--- src/rtl/seg7_scan_display_pkg.sv ---
// Shared constants for the four-digit common-anode seven-segment scanner:
// active-low segment patterns, blank/off codes and the digit count.
package seg7_scan_display_pkg;

  localparam int NUM_DIGITS = 4;
  localparam int IDX_W      = 2;

  localparam logic [7:0] BLANK_PATTERN = 8'hFF;
  localparam logic [3:0] ANODE_OFF     = 4'b1111;
  localparam logic [6:0] SEG_OFF       = 7'h7F;

  // Active-low {dp,g..a} patterns for hex 0..F, decimal point off.
  localparam logic [7:0] SEG_LUT [16] = '{
    8'hC0, 8'hF9, 8'hA4, 8'hB0, 8'h99, 8'h92, 8'h82, 8'hF8,
    8'h80, 8'h90, 8'h88, 8'h83, 8'hC6, 8'hA1, 8'h86, 8'h8E
  };

endpackage

--- src/rtl/seg7_hex_decoder.sv ---
// Combinational hex-to-seven-segment decoder with blanking and decimal point.
// Blanking only forces the segments off; the decimal point is independent.
module seg7_hex_decoder
  import seg7_scan_display_pkg::*;
(
  input  logic [3:0] value_i,
  input  logic       blank_i,
  input  logic       dp_i,
  output logic [7:0] pattern_o
);

  logic [7:0] lut_val;

  always_comb begin
    lut_val   = SEG_LUT[value_i];
    pattern_o = {~dp_i, (blank_i ? SEG_OFF : lut_val[6:0])};
  end

endmodule

--- src/rtl/seg7_scan_display.sv ---
// Time-multiplexed driver for a four-digit common-anode display. Digits are
// snapshotted once per frame so a frame never mixes old and new values.
module seg7_scan_display
  import seg7_scan_display_pkg::*;
#(
  parameter int REFRESH_DIV = 100000,
  parameter int DIV_WIDTH   = 17
) (
  input  logic        CLK,
  input  logic        RESET,
  input  logic        ENABLE,
  input  logic [15:0] DIGIT_IN,
  input  logic [3:0]  DOT_IN,
  input  logic        BLANK_LEAD,
  output logic [3:0]  SEG_SELECT_OUT,
  output logic [7:0]  HEX_OUT
);

  localparam logic [DIV_WIDTH-1:0] P_LAST = DIV_WIDTH'(REFRESH_DIV - 1);

  logic [DIV_WIDTH-1:0] p_q, p_d;
  logic [IDX_W-1:0]     d_q, d_d;
  logic [15:0]          snap_digits_q, snap_digits_d;
  logic [3:0]           snap_dots_q, snap_dots_d;
  logic [3:0]           sel_q, sel_d;
  logic [7:0]           hex_q, hex_d;

  logic       tick;
  logic [3:0] lead_zero;
  logic [3:0] cur_value;
  logic       cur_blank;
  logic       cur_dp;
  logic [7:0] cur_pattern;

  assign tick = ENABLE && (p_q == P_LAST);

  always_comb begin
    p_d           = p_q;
    d_d           = d_q;
    snap_digits_d = snap_digits_q;
    snap_dots_d   = snap_dots_q;
    if (ENABLE) begin
      p_d = tick ? '0 : p_q + 1'b1;
    end
    if (tick) begin
      d_d = d_q + 1'b1;
      if (d_q == IDX_W'(NUM_DIGITS - 1)) begin
        snap_digits_d = DIGIT_IN;
        snap_dots_d   = DOT_IN;
      end
    end
  end

  // lead_zero[k]: snapshot digits k..3 are all zero; digit 0 is never blanked.
  always_comb begin
    lead_zero[3] = (snap_digits_q[15:12] == 4'd0);
    lead_zero[2] = lead_zero[3] && (snap_digits_q[11:8] == 4'd0);
    lead_zero[1] = lead_zero[2] && (snap_digits_q[7:4] == 4'd0);
    lead_zero[0] = 1'b0;
  end

  always_comb begin
    cur_value = snap_digits_q[{d_q, 2'b00} +: 4];
    cur_blank = BLANK_LEAD && lead_zero[d_q];
    cur_dp    = snap_dots_q[d_q];
  end

  seg7_hex_decoder u_decoder (
    .value_i   (cur_value),
    .blank_i   (cur_blank),
    .dp_i      (cur_dp),
    .pattern_o (cur_pattern)
  );

  // Anode and segments are registered together so they switch on the same edge.
  always_comb begin
    if (ENABLE) begin
      sel_d = ~(4'b0001 << d_q);
      hex_d = cur_pattern;
    end else begin
      sel_d = ANODE_OFF;
      hex_d = BLANK_PATTERN;
    end
  end

  always_ff @(posedge CLK or negedge RESET) begin
    if (!RESET) begin
      p_q           <= '0;
      d_q           <= '0;
      snap_digits_q <= '0;
      snap_dots_q   <= '0;
      sel_q         <= ANODE_OFF;
      hex_q         <= BLANK_PATTERN;
    end else begin
      p_q           <= p_d;
      d_q           <= d_d;
      snap_digits_q <= snap_digits_d;
      snap_dots_q   <= snap_dots_d;
      sel_q         <= sel_d;
      hex_q         <= hex_d;
    end
  end

  assign SEG_SELECT_OUT = sel_q;
  assign HEX_OUT        = hex_q;

endmodule

--- config.mk ---
export PLATFORM = sky130hd
export DESIGN_NAME = seg7_scan_display
export DESIGN_NICKNAME = d
export VERILOG_FILES = /design/src/rtl/seg7_scan_display_pkg.sv /design/src/rtl/seg7_hex_decoder.sv /design/src/rtl/seg7_scan_display.sv
export SDC_FILE = /design/constraint.sdc
export NUM_CORES = 1
export LEC_CHECK = 0
export BUFFER_PORTS_ARGS = -buffer_cell sky130_fd_sc_hd__buf_4
export CAP_MARGIN = 20
export CORE_ASPECT_RATIO = 1.75
export CORE_MARGIN = 1
export CORE_UTILIZATION = 55
export CTS_CLUSTER_SIZE = 40
export DETAILED_ROUTE_END_ITERATION = 6
export HOLD_SLACK_MARGIN = 0.06
export PLACE_DENSITY_LB_ADDON = 0.12
export SLEW_MARGIN = 20
export SYNTH_ARGS = -nofsm -noshare
export SYNTH_HDL_FRONTEND = slang
export SYNTH_SLANG_ARGS = --single-unit
--- constraint.sdc ---
create_clock -name CLK -period 4.57 [get_ports CLK]
set_clock_uncertainty 0.1 [all_clocks]
set_input_delay 0.6855 -clock CLK [delete_from_list [all_inputs] [get_ports CLK]]
set_output_delay 0.6855 -clock CLK [all_outputs]
set_load 0.02 [all_outputs]
Yosys cells after proc, flatten, opt, wreduce, memory -nomap -nowiden. Memories as Yosys holds them, arrays and structs flattened. Index checks and enable logic that the tools add are counted.

Bits of input ports: 24. Logic and storage cells: 36. Output and inout bits: 12. Bits in registers: 51. Memory bits (read-only): 128. Memories kept: 1.

Memory list: (name not given) (depth 16, bits a word 8, read ports 1, clocked after Yosys merged registers in 0, write ports 0, RTL line seg7_hex_decoder.sv:15) `lut_val = SEG_LUT[value_i];`.

Reduce and logical (&&, ||, !) cells: 8. Shifts and indexed selects: 2. Bitwise logic cells: 3. Mux-type cells: 10. Equal/unequal tests: 2. $lt $le $gt $ge: 2. Add/sub/neg operators: 2.

Operators with widths (count): 2-to-1 mux 7 bit (3); adder 17 x 1 -> 17 bit, second input constant (1); == test 17 bit, second input constant (1); 2-to-1 mux 17 bit (1); indexed part select 16 x 5 -> 4 bit (1); logical NOT 4 bit (3); 2-to-1 mux 8 bit (1); >= comparator 5 bit, second input constant (1); inverter 4 -> 5 bit (1); binary-select mux 1 bit (select 2 bit) (2); logical AND 1 bit (4); 2-to-1 mux 4 bit (1); inverter 4 bit (1); left shift 1 x 2 -> 4 bit, first input constant (1); < comparator 2 x 3 -> 1 bit, second input constant (1); adder 2 x 1 -> 2 bit, second input constant (1); == test 2 bit, second input constant (1); 2-to-1 mux 1 bit (2); AND reduction 2 bit (1); inverter 1 bit (1).

Longest topological paths before layout. Gate-level depths: netlist of the first run.

Word-level depth: 8. Gate-level depth with buffers: 7. Depth with buffers taken out: 6.

By module. Synthesis of the first run repeated with hierarchy kept, for this count alone.

Cells, all modules: 211. Area, all modules: 2660.1 µm².

Modules (own cells, without submodules): seg7_scan_display (cells an instance 175, area each 2357.3 µm², seq. area each 1291.2 µm², instances 1); seg7_hex_decoder (cells an instance 36, area each 302.8 µm², seq. area each 0.0 µm², instances 1).

Worst setup path after synthesis of the first run. No wires, ideal clock.

Path type: input to register. From: in ENABLE. To: reg snap_digits_q[0]. Data required time: 4345 ps. Arrival time: 1935 ps. Path slack: 2410 ps. Setup time: 125 ps. Path buffers: 1. Stages: 6. Path through: and4_1 > nand3_2 > nor4_2 > and2_4 > buf_12 > mux2_4.

Word-level cells in the longest chain between the ends: 2.

RTL lines: start: declaration (RTL line seg7_scan_display.sv:11) `input logic ENABLE,`; logical AND 1 bit (RTL line seg7_scan_display.sv:35) `assign tick = ENABLE && (p_q == P_LAST);`; AND reduction 2 bit (no source line); end signal: assignment (RTL line seg7_scan_display.sv:97) `snap_digits_q <= snap_digits_d;`; end: declaration (RTL line seg7_scan_display.sv:23) `logic [15:0] snap_digits_q, snap_digits_d;`.

No other way between the ends. A chain may end at the register's enable or synchronous reset.

Worst setup path in the final report of the first run.
From: reg d_q[0]. To: reg hex_q[3] (netlist: HEX_OUT[3]).

Word-level cells in the longest chain between the ends: 7. Elaborated cells on any way between the ends: 10. Those cells by class: shift: 1; mux: 6; bitwise: 1; reduce/logical: 1; memory: 1.

RTL lines: start: declaration (RTL line seg7_scan_display.sv:22) `logic [IDX_W-1:0] d_q, d_d;`; start signal: assignment (RTL line seg7_scan_display.sv:89) `d_q <= '0;`; start signal: assignment (RTL line seg7_scan_display.sv:96) `d_q <= d_d;`; indexed part select 16 x 5 -> 4 bit (RTL line seg7_scan_display.sv:63) `cur_value = snap_digits_q[{d_q, 2'b00} +: 4];`; inverter 4 -> 5 bit (implied by the code) (RTL line seg7_hex_decoder.sv:15); memory (16 x 8 bit); 2-to-1 mux 7 bit (implied by the code) (2 in a row) (RTL line seg7_hex_decoder.sv:15); 2-to-1 mux 7 bit (*) (RTL line seg7_hex_decoder.sv:16) `pattern_o = {~dp_i, (blank_i ? SEG_OFF : lut_val[6:0])};`; 2-to-1 mux 8 bit (*) (RTL line seg7_scan_display.sv:77) `if (ENABLE) begin`; named net hex_d[3] (RTL line seg7_scan_display.sv:26) `logic [7:0] hex_q, hex_d;`; end signal: assignment (RTL line seg7_scan_display.sv:93) `hex_q <= BLANK_PATTERN;`; end signal: assignment (RTL line seg7_scan_display.sv:100) `hex_q <= hex_d;`; end: declaration (RTL line seg7_scan_display.sv:26).

The timed path passes the listed nets; every way through them passes the cells marked *. The select of a mux whose other input is x is not followed.

==> impl.org, run 1 <==
** Power
- PwrDens :: ~310 nW/µm²
- Power share of the clock group :: roughly 32%
- For this design the static power due to leakage is roughly 1.3 nW.
- Net switching is a little over a quarter of the power.
- Combinational logic burns between 10% and 20% of the power.
- The worst-case IR drop observed on VDD is 0.000314 V.
- Sequential cell fraction of total power :: 56.7%
- Summing internal, switching and leakage power gives roughly 0.92 mW.
- The internal power of the cells totals ~0.7 mW.
- P_sw :: 0.240 mW

** Clock tree
- Clock slew at the register clock pins of the worst setup and hold paths :: 0.10 ns
- Setup repair bufs after CTS :: 0
- Clock sinks :: between 50 and 60
- After clock tree synthesis, the repair step resized 0 gates.
- TritonCTS created 5 clock buffers.
- Post-CTS Hold Fix Bufs :: 0
- The later pin in the worst-skew pair is clocked with a latency of ~0.31 ns.
- In this run the clock root is driven by a clkbuf_8.
- Counting along the longest clock path gives a buffer depth of 2.
- Number of levels the H-tree was split into :: 2
- CTS tree :: built

** GRT
- In the global route stage, overall resource usage came out at between 20% and 30%.
- Antenna violations before repair :: 0
- The first global-routing pass estimated 8070 µm of wire.
- Entering global routing, the biggest net connects 52 pins.
- Residual overflow from global routing :: 0
- The number of global-route vias before repair came to ~1,700.

** Routing
- The count of nets left with antenna violations once routing finished came out at 0.
- Across all layers, the routed design uses around 1,700 vias.
- After detailed routing, the number of vias per cell comes to about 5.8.
- For this block, the routed nets add up to between 5000 and 6000 µm of wire.
- In the final routed layout, each cell accounts on average for 17.8 µm.
- In the routed design, unresolved DRC markers number 0.
- Violation count after the first detailed-routing iteration :: 34
- First-pass detailed-route iteration total :: 4

** Cells and area
- Number of nets in the layout :: about 270
- From synthesis to final layout, the design area changed by 14.1%.
- Fraction of layout instances using a drive strength above 1 :: 37.4%
- 0 antenna diodes ended up in the layout.
- Final cell count without fillers :: approximately 290
- Once layout is complete, the utilization of the core stands at 66.2%.

** Timing
- Total negative slack :: 0 ns
- Worst rel slew slack :: a little over 40%
- Count of endpoints failing hold in the final timing report :: 0
- Period Utilization, post-route :: about 54%
- The count of final max-slew check failures was 0.
- Worst Max-Slew Pin Slew :: roughly 0.88 ns
- Setup repair after global routing left no endpoint under its margin.
- The smallest clock period supported by the final layout is computed as approximately 2.5 ns.
- Fin Hold WS :: roughly 0.28 ns
- Fmax :: around 0.4 GHz
- Number of setup violations in the final report :: 0

** Critical path
- Data arrives at the worst endpoint at 2.58 ns.
- Required time of the critical path :: 4.69 ns
- Critical-path cell list :: mux4_2 > inv_1 > ha_1 > inv_1 > mux4_2 > nand2b_1
- Nature of the critical path endpoint :: flop
- Worst setup path category :: flop to flop
- Slowest cell on crit path :: dfrtp_1
- Maximum single-stage delay on the critical path :: ~0.64 ns
- Largest driver fanout on the critical path :: 10
- Sort of element at the start of the critical path :: flop

** Logic synthesis
- Library cell occupying the most area in the post-synthesis netlist :: dfrtp_1
- The mapped netlist covers 2580 µm².
- For this run, the register share of the synthesized area comes to between 50 and 60%.
- Number of flip-flops and latches in the synthesized netlist :: 51
- Counting flops with an async set or reset pin after synthesis yields a share of 100%.
- Primary flip-flop cell chosen by synthesis mapping :: dfrtp_1
- Synthesis produced a netlist with a net count of about 240.
- Synthesis handed over a netlist of 200 instances.
- For this run, the number of Yosys warnings is 0.
- Cells taking the most area after synthesis :: dfrtp_1 (38%), dfstp_2 (12%), mux2_4 (12%), ha_1 (5.3%), mux4_2 (5.2%)
- Averaged over all synthesized cells, the footprint is around 13 µm².
- Number of distinct library cells after synthesis :: 39
- Number of synthesized flops with an enable pin :: 0
- Area share of the largest cell type after synthesis :: 37.8%

** Floorplanning
- Die Height :: between 90 and 100 µm
- The core region is 4440 µm².
- In this run the core area contains 32 standard-cell rows.
- The floorplan step defined a die boundary enclosing ~5000 µm².
- Once the floorplan was initialized, standard cells occupied about three fifths of the core.
- From left edge to right edge, the die measures 53.8 µm.
- I/O pins :: 36

** Place
- Sum of net half-perimeters after detailed placement :: ~3800 µm
- Total of buffers placed on input and output ports :: 35
- Including well taps, the total number of placed cells is ~280.
- At the end of routability-driven placement, the weighted congestion stood at approximately 0.76.

** Run status
- The run finished with clean final reports.

** Worst hold path
- The path class of the tightest hold or removal check is input pin to async pin.

** Job
- Max-cap viol count :: 0
-- flip-flops by register name (all words and copies together), names as in the netlist --
signal,count
SEG_SELECT_OUT,4
p_q,17
snap_dots_q,4
d_q,2
snap_digits_q,16
HEX_OUT,8
-- logic make-up (layout without fill, tap and decap cells) --
kind of cell,Yosys count,after routing,share of synthesized area [%]
and+or+nand+nor,61,61,13.5
DFF,51,51,50.0
muxes,28,28,17.7
AOI/OAI and AO/OA,18,18,4.51
buffers and inverters,17,52,4.17
xor gates and xnor gates,14,14,4.75
adders and majority gates,11,11,5.33
-- area by class of cell --
type                       count  area (µm²)
clock inverter                 2        16.3
timing repair buffer          35         263
inverter                       9        33.8
fill                         341        1500
sequential                    51        1290
tap                           51        63.8
multi-input combinational    132        1180
clock buffer                   6        93.8
-- worst max-delay path, delay by kind of cell (launching register included) --
kind / cells / cell delay, ns
AND/OR/NAND/NOR: 1 / 0.18
multiplexers: 2 / 1.08
buffers and inverters: 2 / 0.21
adder cells (fa/ha/maj): 1 / 0.18
flip-flops: 1 / 0.64
-- metal layers --
| metal | GRT usage (%) | share of wire, % |
|---|---|---|
| met1 | 25.0 | 38 |
| met4 | 7.46 | 1.5 |
| met2 | 41.9 | 57 |
| met3 | 3.61 | 3.2 |
| met5 | 0 | 0 |
-- Yosys cell counts (2+ instances only) --
cell type   n
nor2_1     11
or4b_1      2
nand4_1     7
o21ai_0     6
nand3_1     9
a21oi_1     3
nor4_2      2
o211ai_1    4
xor2_1      3
mux2_4     20
inv_1       9
buf_2       3
nand2b_1    2
nor4_1      3
nand2_1    14
ha_1       11
o221ai_1    3
buf_12      2
dfstp_2    12
xnor2_1    11
dfrtp_1    39
mux4_2      6
clkbuf_1    2
-- per-stage QoR --
| stage | setup slack (ns) | instance area [µm²] |
|---|---|---|
| after floorplan | 2.41 | 2580 |
| after global placement | 1.98 | 2830 |
| after detailed placement | 1.95 | 2830 |
| after CTS | 2.09 | 2940 |
| after global routing | 2.01 | 2940 |
| final | 2.10 | 2940 |
-- cell usage in the layout (no fill, tap or decap), types with 2 or more instances in the layout --
| cell type | n |
|---|---|
| buf_4 | 35 |
| ha_1 | 11 |
| o211ai_1 | 4 |
| o221ai_1 | 3 |
| nor4_1 | 3 |
| or4b_1 | 2 |
| nand2_1 | 14 |
| nor4_2 | 2 |
| nand4_1 | 7 |
| nor2_1 | 11 |
| xnor2_1 | 11 |
| inv_1 | 9 |
| mux4_2 | 6 |
| dfrtp_1 | 39 |
| dfstp_2 | 12 |
| xor2_1 | 3 |
| nand2b_1 | 2 |
| o21ai_0 | 6 |
| nand3_1 | 9 |
| a21oi_1 | 3 |
| clkbuf_8 | 5 |
| mux2_4 | 20 |
-- power groups by stage --
stage          clock [mW]  sequential (mW)  combinational, mW
5_1_grt             0.316            0.530              0.116
6_report            0.295            0.523              0.104
4_1_cts             0.299            0.522              0.106
3_5_place_dp            0            0.531              0.105
3_3_place_gp            0            0.526              0.101
2_1_floorplan           0            0.524             0.0597
-- final timing paths --
kind | startpoint | end | slack (ns) | cells past startpoint
worst max-delay path | d_q[0] | HEX_OUT[3] | 2.10 | 6
worst min-delay path | RESET | snap_dots_q[0] | 0.28 | 1
worst max register to register | d_q[0] | HEX_OUT[3] | 2.10 | 6
worst min register to register | p_q[4] | p_q[4] | 0.40 | 1
max in group asynchronous | RESET | snap_digits_q[1] | 3.67 | 1
min in group CLK | p_q[4] | p_q[4] | 0.40 | 1
No activity file was read; power rests on OpenSTA's default activity.
==> run 2: changes to the inputs <==
clock period = 2.4 ns   (was 4.57 ns; I/O delays follow)
==> impl.org, run 2 (synthesis results as in run 1) <==
** Critical path
- The reg2reg setup slack came to 0.16 ns (-1.95 ns).
- The startpoint identified for the worst register-to-register timing path is d_q[0].
- Required time of the critical path :: 2.51 ns (-2.18 ns)
- In this run the worst setup path begins at d_q[0].
- The worst setup path is captured at a flop.
- CP Data Arrival Time :: 2.35 ns (-0.23 ns)
- Worst setup path endpoint :: HEX_OUT[3]
- In this run the critical register-to-register path is captured at HEX_OUT[3].
- The largest driver fanout on the critical path came to 5 (-5).
- Sort of element at the start of the critical path :: flop
- Register-to-Register Path Depth :: 6 (unchanged)
- Worst setup path category :: flop to flop

** Timing
- Setup slack after layout :: 0.156 ns (-1.95 ns)
- The total negative slack for setup checks is 0 ns (unchanged).
- The final count of hold timing violations was 0 (unchanged).
- Fmax :: 0.446 GHz (+10%)
- The share of the cycle needed by the critical path after routing came to 93.5% (+40 points).
- The relative max-transition margin was 58.1% (+17 points).
- RSZ-0062 raised after global routing :: false
- The actual transition at the worst max-transition pin is 0.625 ns (-0.256 ns).
- The count of final max-slew check failures came to 0 (unchanged).
- The time the final worst path needs with I/O delays and setup was 2.24 ns (-0.223 ns).
- The setup violation total in the final timing report was 0 (unchanged).

** Power
- Power share of the clock group :: 28.3% (-3.7 points)
- Internal power consumption :: 1.23 mW (+81%)
- The total power consumption of the routed design came to 1.67 mW (+81%).
- The total power divided by cell area was 562 nW/µm² (+79%).
- The sequential share of power is 59.6% (+2.9 points).
- The static leakage power was 1.31 nW (+1.3%).
- The combinational group share of total power was 12.1% (+0.8 points).
- P_sw :: 0.434 mW (+81%)
- Sw Ratio :: 26.1% (about the same)
- The peak supply drop was 0.000534 V (+70%).

** GRT
- The number of global-route vias before repair was 1,725 (+0.23%).
- Antenna violations before repair :: 0 (unchanged)
- Busiest layer in global routing :: met2
- Global routing met2 resource utilization :: 41.7% (-0.21 points)
- The met3 layer usage reported by global route came to 3.94% (+0.33 points).
- The overflow left after global routing came to 0 (unchanged).
- The pin count of the biggest net entering global routing was 52 (unchanged).
- Global-route met1 utilization :: 26.3% (+1.3 points)
- GRT Overall Usage :: 23.4% (+0.55 points)
- The first-pass GRT wire length is 8370 µm (+3.8%).

** Floorplanning
- The number of ports placed on the die boundary came to 36 (unchanged).
- The die outline width is 53.8 µm (unchanged).
- The starting density of the core was 58.1% (unchanged).
- The number of placement rows came to 32 (unchanged).
- Die Height :: 92.6 µm (unchanged)
- The core outline area was 4440 µm² (unchanged).
- The die area came to 4980 µm² (unchanged).

** Clock tree
- Clock slew at the register clock pins of the worst setup and hold paths :: 0.09 ns (about the same)
- TritonCTS built the clock tree.
- Post-CTS Hold Fix Bufs :: 1 (+1)
- The number of buffers added by the clock tree synthesis step was 5 (unchanged).
- The count of clock tree sinks was 51 (unchanged).
- Clk_lat worst skew :: 0.30 ns (about the same)
- The post-cts repair resize count was 0 (unchanged).
- Number of levels the H-tree was split into :: 2 (unchanged)
- The buffer count from post-CTS setup fixing is 0 (unchanged).
- The maximum buffer depth of the clock tree was 2 (unchanged).
- CTS placed an instance of clkbuf_8 at the clock tree root.

** Cells and area
- The ratio of cells with drive above 1 in the final layout was 38.2% (+0.73 points).
- Most common library cell in the layout ignoring fill and taps :: buf_4
- Filler cell count :: 349 (+2.3%)
- The flip-flop count of the largest register after layout is 17 (unchanged).
- Final cell utilization of the core :: 66.7% (+0.51 points)
- Antenna diode count :: 0 (unchanged)
- Leading cell types in the layout, fill and taps excluded :: buf_4 (40), dfrtp_1 (39), mux2_4 (20), nand2_1 (14), dfstp_2 (12)
- The register area came to 1290 µm² (unchanged).
- Final cell count without fillers :: 292 (+2.1%)
- Compared with the post-synthesis result, the final layout area differs by 14.9%.
- Largest Register :: p_q
- The total area of multi-input combinational cells is 1180 µm² (unchanged).
- Number of nets in the layout :: 275 (+2.2%)

** Routing
- DRT antenna net count :: 0 (unchanged)
- The first-pass detailed-route iteration total came to 4 (unchanged).
- Total via count after detailed routing :: 1,698 (+2.8%)
- Post-detailed-routing wire length :: 5100 µm (+0.35%)
- The number of design rule violations left after detail routing came to 0 (unchanged).
- Via density :: 5.82 (+0.67%)
- The initial detailed-routing violation count came to 34 (unchanged).
- Wire per inst :: 17.5 µm (-1.7%)

** Worst hold path
- The worst hold path belongs to the class input pin to flop.

** Place
- The HPWL after detailed placement came to 3850 µm (+0.44%).
- Total of buffers placed on input and output ports :: 35 (unchanged)
- Final GP Congestion :: 0.788 (+4.2%)
- The cell count after placement came to 283 (+1.8%).
- Placement Setup Slack :: 0.174 ns (-1.77 ns)

** Run status
- Result of the run :: completed

** Job
- The number of max-cap violations was 0 (unchanged).
## run 2: through the flow
step / hold WS (ns) / instance area (µm²)
2_1_floorplan: -0.0356 / 2580
3_3_place_gp: 0.303 / 2870
3_5_place_dp: 0.317 / 2870
4_1_cts: 0.173 / 2970
5_1_grt: 0.171 / 2970
6_report: 0.186 / 2970
## run 2: cell type report
class                      count  share of cell area, %
clock buffer                   6                   2.45
clock inverter                 2                  0.422
inverter                       9                   1.14
multi-input combinational    132                   39.8
sequential                    51                   43.5
tap                           51                   2.15
timing repair buffer          41                   10.5
## run 2: per-layer routing
metal,routed length (µm),share of wire (%),vias to the layer above
li1,-,-,790
met1,1900,37,862
met2,2970,58,40
met3,148,2.9,6
met4,80,1.6,0
met5,0,0,-
## run 2: worst min path at each step
stage | startpoint | to | slack (ns) | depth (start not counted)
2_1_floorplan | RESET | d_q[0] | -0.04 | 0
3_3_place_gp | RESET | snap_dots_q[1] | 0.30 | 1
3_5_place_dp | RESET | snap_dots_q[1] | 0.32 | 1
4_1_cts | DIGIT_IN[11] | snap_digits_q[11] | 0.17 | 2
5_1_grt | DOT_IN[0] | snap_dots_q[0] | 0.17 | 2
6_report | DIGIT_IN[11] | snap_digits_q[11] | 0.19 | 2
## run 2: worst max-delay path, cell delays in order (launching register included)
cell,delay (ns)
dfrtp_1,0.46
mux4_2,0.60
inv_1,0.16
ha_1,0.19
inv_1,0.04
mux4_2,0.45
nand2b_1,0.16
## run 2: power groups by stage
stage	sequential, mW	combinational [mW]	clock [mW]
after floorplan	0.998	0.114	0
after global placement	1.00	0.195	0
after detailed placement	1.01	0.204	0
after CTS	0.992	0.205	0.494
after global routing	1.00	0.226	0.527
final	0.994	0.202	0.471
==> run 3: changes to the inputs <==
BUFFER_PORTS_ARGS = default   (was -buffer_cell sky130_fd_sc_hd__buf_4)
DONT_BUFFER_PORTS = 1   (was default)
SKIP_CTS_REPAIR_TIMING = 1   (was default)
clock period = 2.7 ns   (was 2.4 ns; I/O delays follow)
==> impl.org, run 3 (synthesis results as in run 1) <==
** Run status
- The run finished with clean final reports.

** Place
- Total of buffers placed on input and output ports :: 0 (-100%)
- The setup slack after placement came to 0.385 ns (+0.211 ns).
- Sum of net half-perimeters after detailed placement :: 3770 µm (-2.1%)
- The cell area after placement is 2600 µm² (-9.4%).
- The placer's final routability congestion estimate is 0.768 (-2.5%).

** Routing
- The per-cell routed wire length is 20.2 µm (+16%).
- The wire length after detailed routing came to 5220 µm (+2.5%).
- The initial detailed-routing violation count came to 32 (-5.9%).
- The first-pass detailed-route iteration total was 4 (unchanged).
- Total via count after detailed routing :: 1,582 (-6.8%)
- The via-per-instance ratio came to 6.13 (+5.4%).
- # DRC :: 0 (unchanged)
- The count of antenna-violating nets left after detailed routing is 0 (unchanged).

** Cells and area
- The library cell used most frequently in the layout, excluding fill and tap cells, is dfrtp_1.
- The flip-flop count of the largest register after layout was 17 (unchanged).
- Fraction of layout instances using a drive strength above 1 :: 28.0% (-10 points)
- Final cell utilization of the core :: 61.8% (-4.9 points)
- Area of all placed cells without fillers :: 2750 µm² (-7.4%)
- Leading cell types in the layout, fill and taps excluded :: dfrtp_1 (39), mux2_4 (20), nand2_1 (14), dfstp_2 (12)
- Largest Register :: p_q
- Antenna diode count :: 0 (unchanged)
- The register area was 1290 µm² (unchanged).
- Layout Area Growth over Synthesis :: 6.45%
- Number of nets in the layout :: 241 (-12%)
- Filler cell count :: 349 (unchanged)
- The total area of multi-input combinational cells came to 1180 µm² (unchanged).

** Timing
- The actual transition at the worst max-transition pin came to 0.641 ns (+0.0161 ns).
- Setup slack after layout :: 0.371 ns (+0.215 ns)
- Number of setup violations in the final report :: 0 (unchanged)
- The relative max-transition margin came to 57.1% (-1.1 points).
- The count of final max-slew check failures was 0 (unchanged).
- The share of the cycle needed by the critical path after routing was 86.2% (-7.2 points).
- Count of endpoints failing hold in the final timing report :: 0 (unchanged)
- Total negative slack :: 0 ns (unchanged)
- The time the final worst path needs with I/O delays and setup came to 2.33 ns (+0.0848 ns).
- Fmax :: 0.429 GHz (-3.6%)
- RSZ-0062 raised after global routing :: false

** Floorplanning
- The number of placement rows is 32 (unchanged).
- X dimension of the die :: 53.8 µm (unchanged)
- Die Height :: 92.6 µm (unchanged)
- I/O pins :: 36 (unchanged)
- The die area was 4980 µm² (unchanged).
- Initial cell density of the core :: 58.1% (unchanged)
- The core outline area came to 4440 µm² (unchanged).

** GRT
- The initial antenna violation count came to 0 (unchanged).
- Residual overflow from global routing :: 0 (unchanged)
- GRT Overall Usage :: 23.0% (-0.34 points)
- Via count of the first global-routing pass :: 1,673 (-3.0%)
- Maximum number of pins on one net before global-route repair :: 52 (unchanged)
- First-pass GRT wire length :: 8050 µm (-3.8%)

** Power
- The total power divided by cell area was 545 nW/µm² (-3.1%).
- The static leakage power was 1.17 nW (-11%).
- The peak supply drop is 0.000348 V (-35%).

** Critical path
- The largest driver fanout on the critical path came to 6 (+1).
- Required time of the critical path :: 2.82 ns (+0.31 ns)
- CP Data Arrival Time :: 2.45 ns (+0.10 ns)
- Sort of element at the start of the critical path :: flop
- Worst setup path category :: flop to flop
- The worst setup path is captured at a flop.

** Clock tree
- The maximum buffer depth of the clock tree came to 2 (unchanged).
- The clock latency of the later-clocked register in the worst-skew pair came to 0.31 ns (about the same).
- Number of buffers added by the clock tree synthesis step :: 5 (unchanged)
- CTS Root Cell :: clkbuf_8
- CTS tree :: built
- The count of clock tree sinks was 51 (unchanged).
- Number of levels the H-tree was split into :: 2 (unchanged)
- The clock-pin slew on the worst setup and hold paths was 0.09 ns (about the same).

** Job
- The number of max-cap violations is 0 (unchanged).

** Worst hold path
- The worst hold path belongs to the class input pin to flop.
## run 3: critical path, cell delays in order, from the launching register on
cell,delay (ns)
dfrtp_1,0.52
mux4_2,0.62
inv_1,0.16
ha_1,0.20
inv_1,0.05
mux4_2,0.45
nand2b_1,0.16
## run 3: path summary, 6_finish.rpt
| check | start | end | slack (ns) | cells after the start |
|---|---|---|---|---|
| min in group asynchronous | RESET | snap_digits_q[3] | 0.52 | 2 |
| worst max-delay path | d_q[0] | HEX_OUT[3] | 0.37 | 6 |
| worst min register to register | p_q[4] | p_q[4] | 0.39 | 1 |
| worst max register to register | d_q[0] | HEX_OUT[3] | 0.37 | 6 |
| max in group asynchronous | RESET | SEG_SELECT_OUT[3] | 1.70 | 2 |
| worst min-delay path | ENABLE | p_q[1] | 0.12 | 2 |
## run 3: report_power, final
part	internal [mW]	leakage (nW)	total [mW]	switching (mW)
registers	0.821	0.645	0.892	0.0704
clock network	0.209	0.0474	0.462	0.252
logic	0.0710	0.476	0.143	0.0717
total	1.10	1.17	1.50	0.394
## run 3: per-stage QoR
step | cells | total power, mW | hold slack [ns]
detailed placement | 247 | 1.02 | 0.0105
finish | 258 | 1.50 | 0.124
floorplan | 200 | 0.988 | 0.00941
global placement | 247 | 1.01 | 0.0105
CTS | 255 | 1.49 | -0.329
global route | 258 | 1.57 | 0.121
## run 3: area by class of cell
class,instances,area share [%]
Clock buffer,6,3.01
Clock inverter,2,0.592
Inverter,9,1.23
Multi-Input combinational cell,132,43.0
Sequential cell,51,47.0
Tap cell,51,2.32
Timing Repair Buffer,7,2.82
## run 3: metal layers
| layer | up-vias | routed length [µm] | GRT usage, % |
|---|---|---|---|
| met5 | - | 0 | 0 |
| met4 | 0 | 96 | 9.21 |
| met3 | 10 | 234 | 5.75 |
| met2 | 42 | 3070 | 43.3 |
| met1 | 810 | 1820 | 21.8 |
| li1 | 720 | - | - |
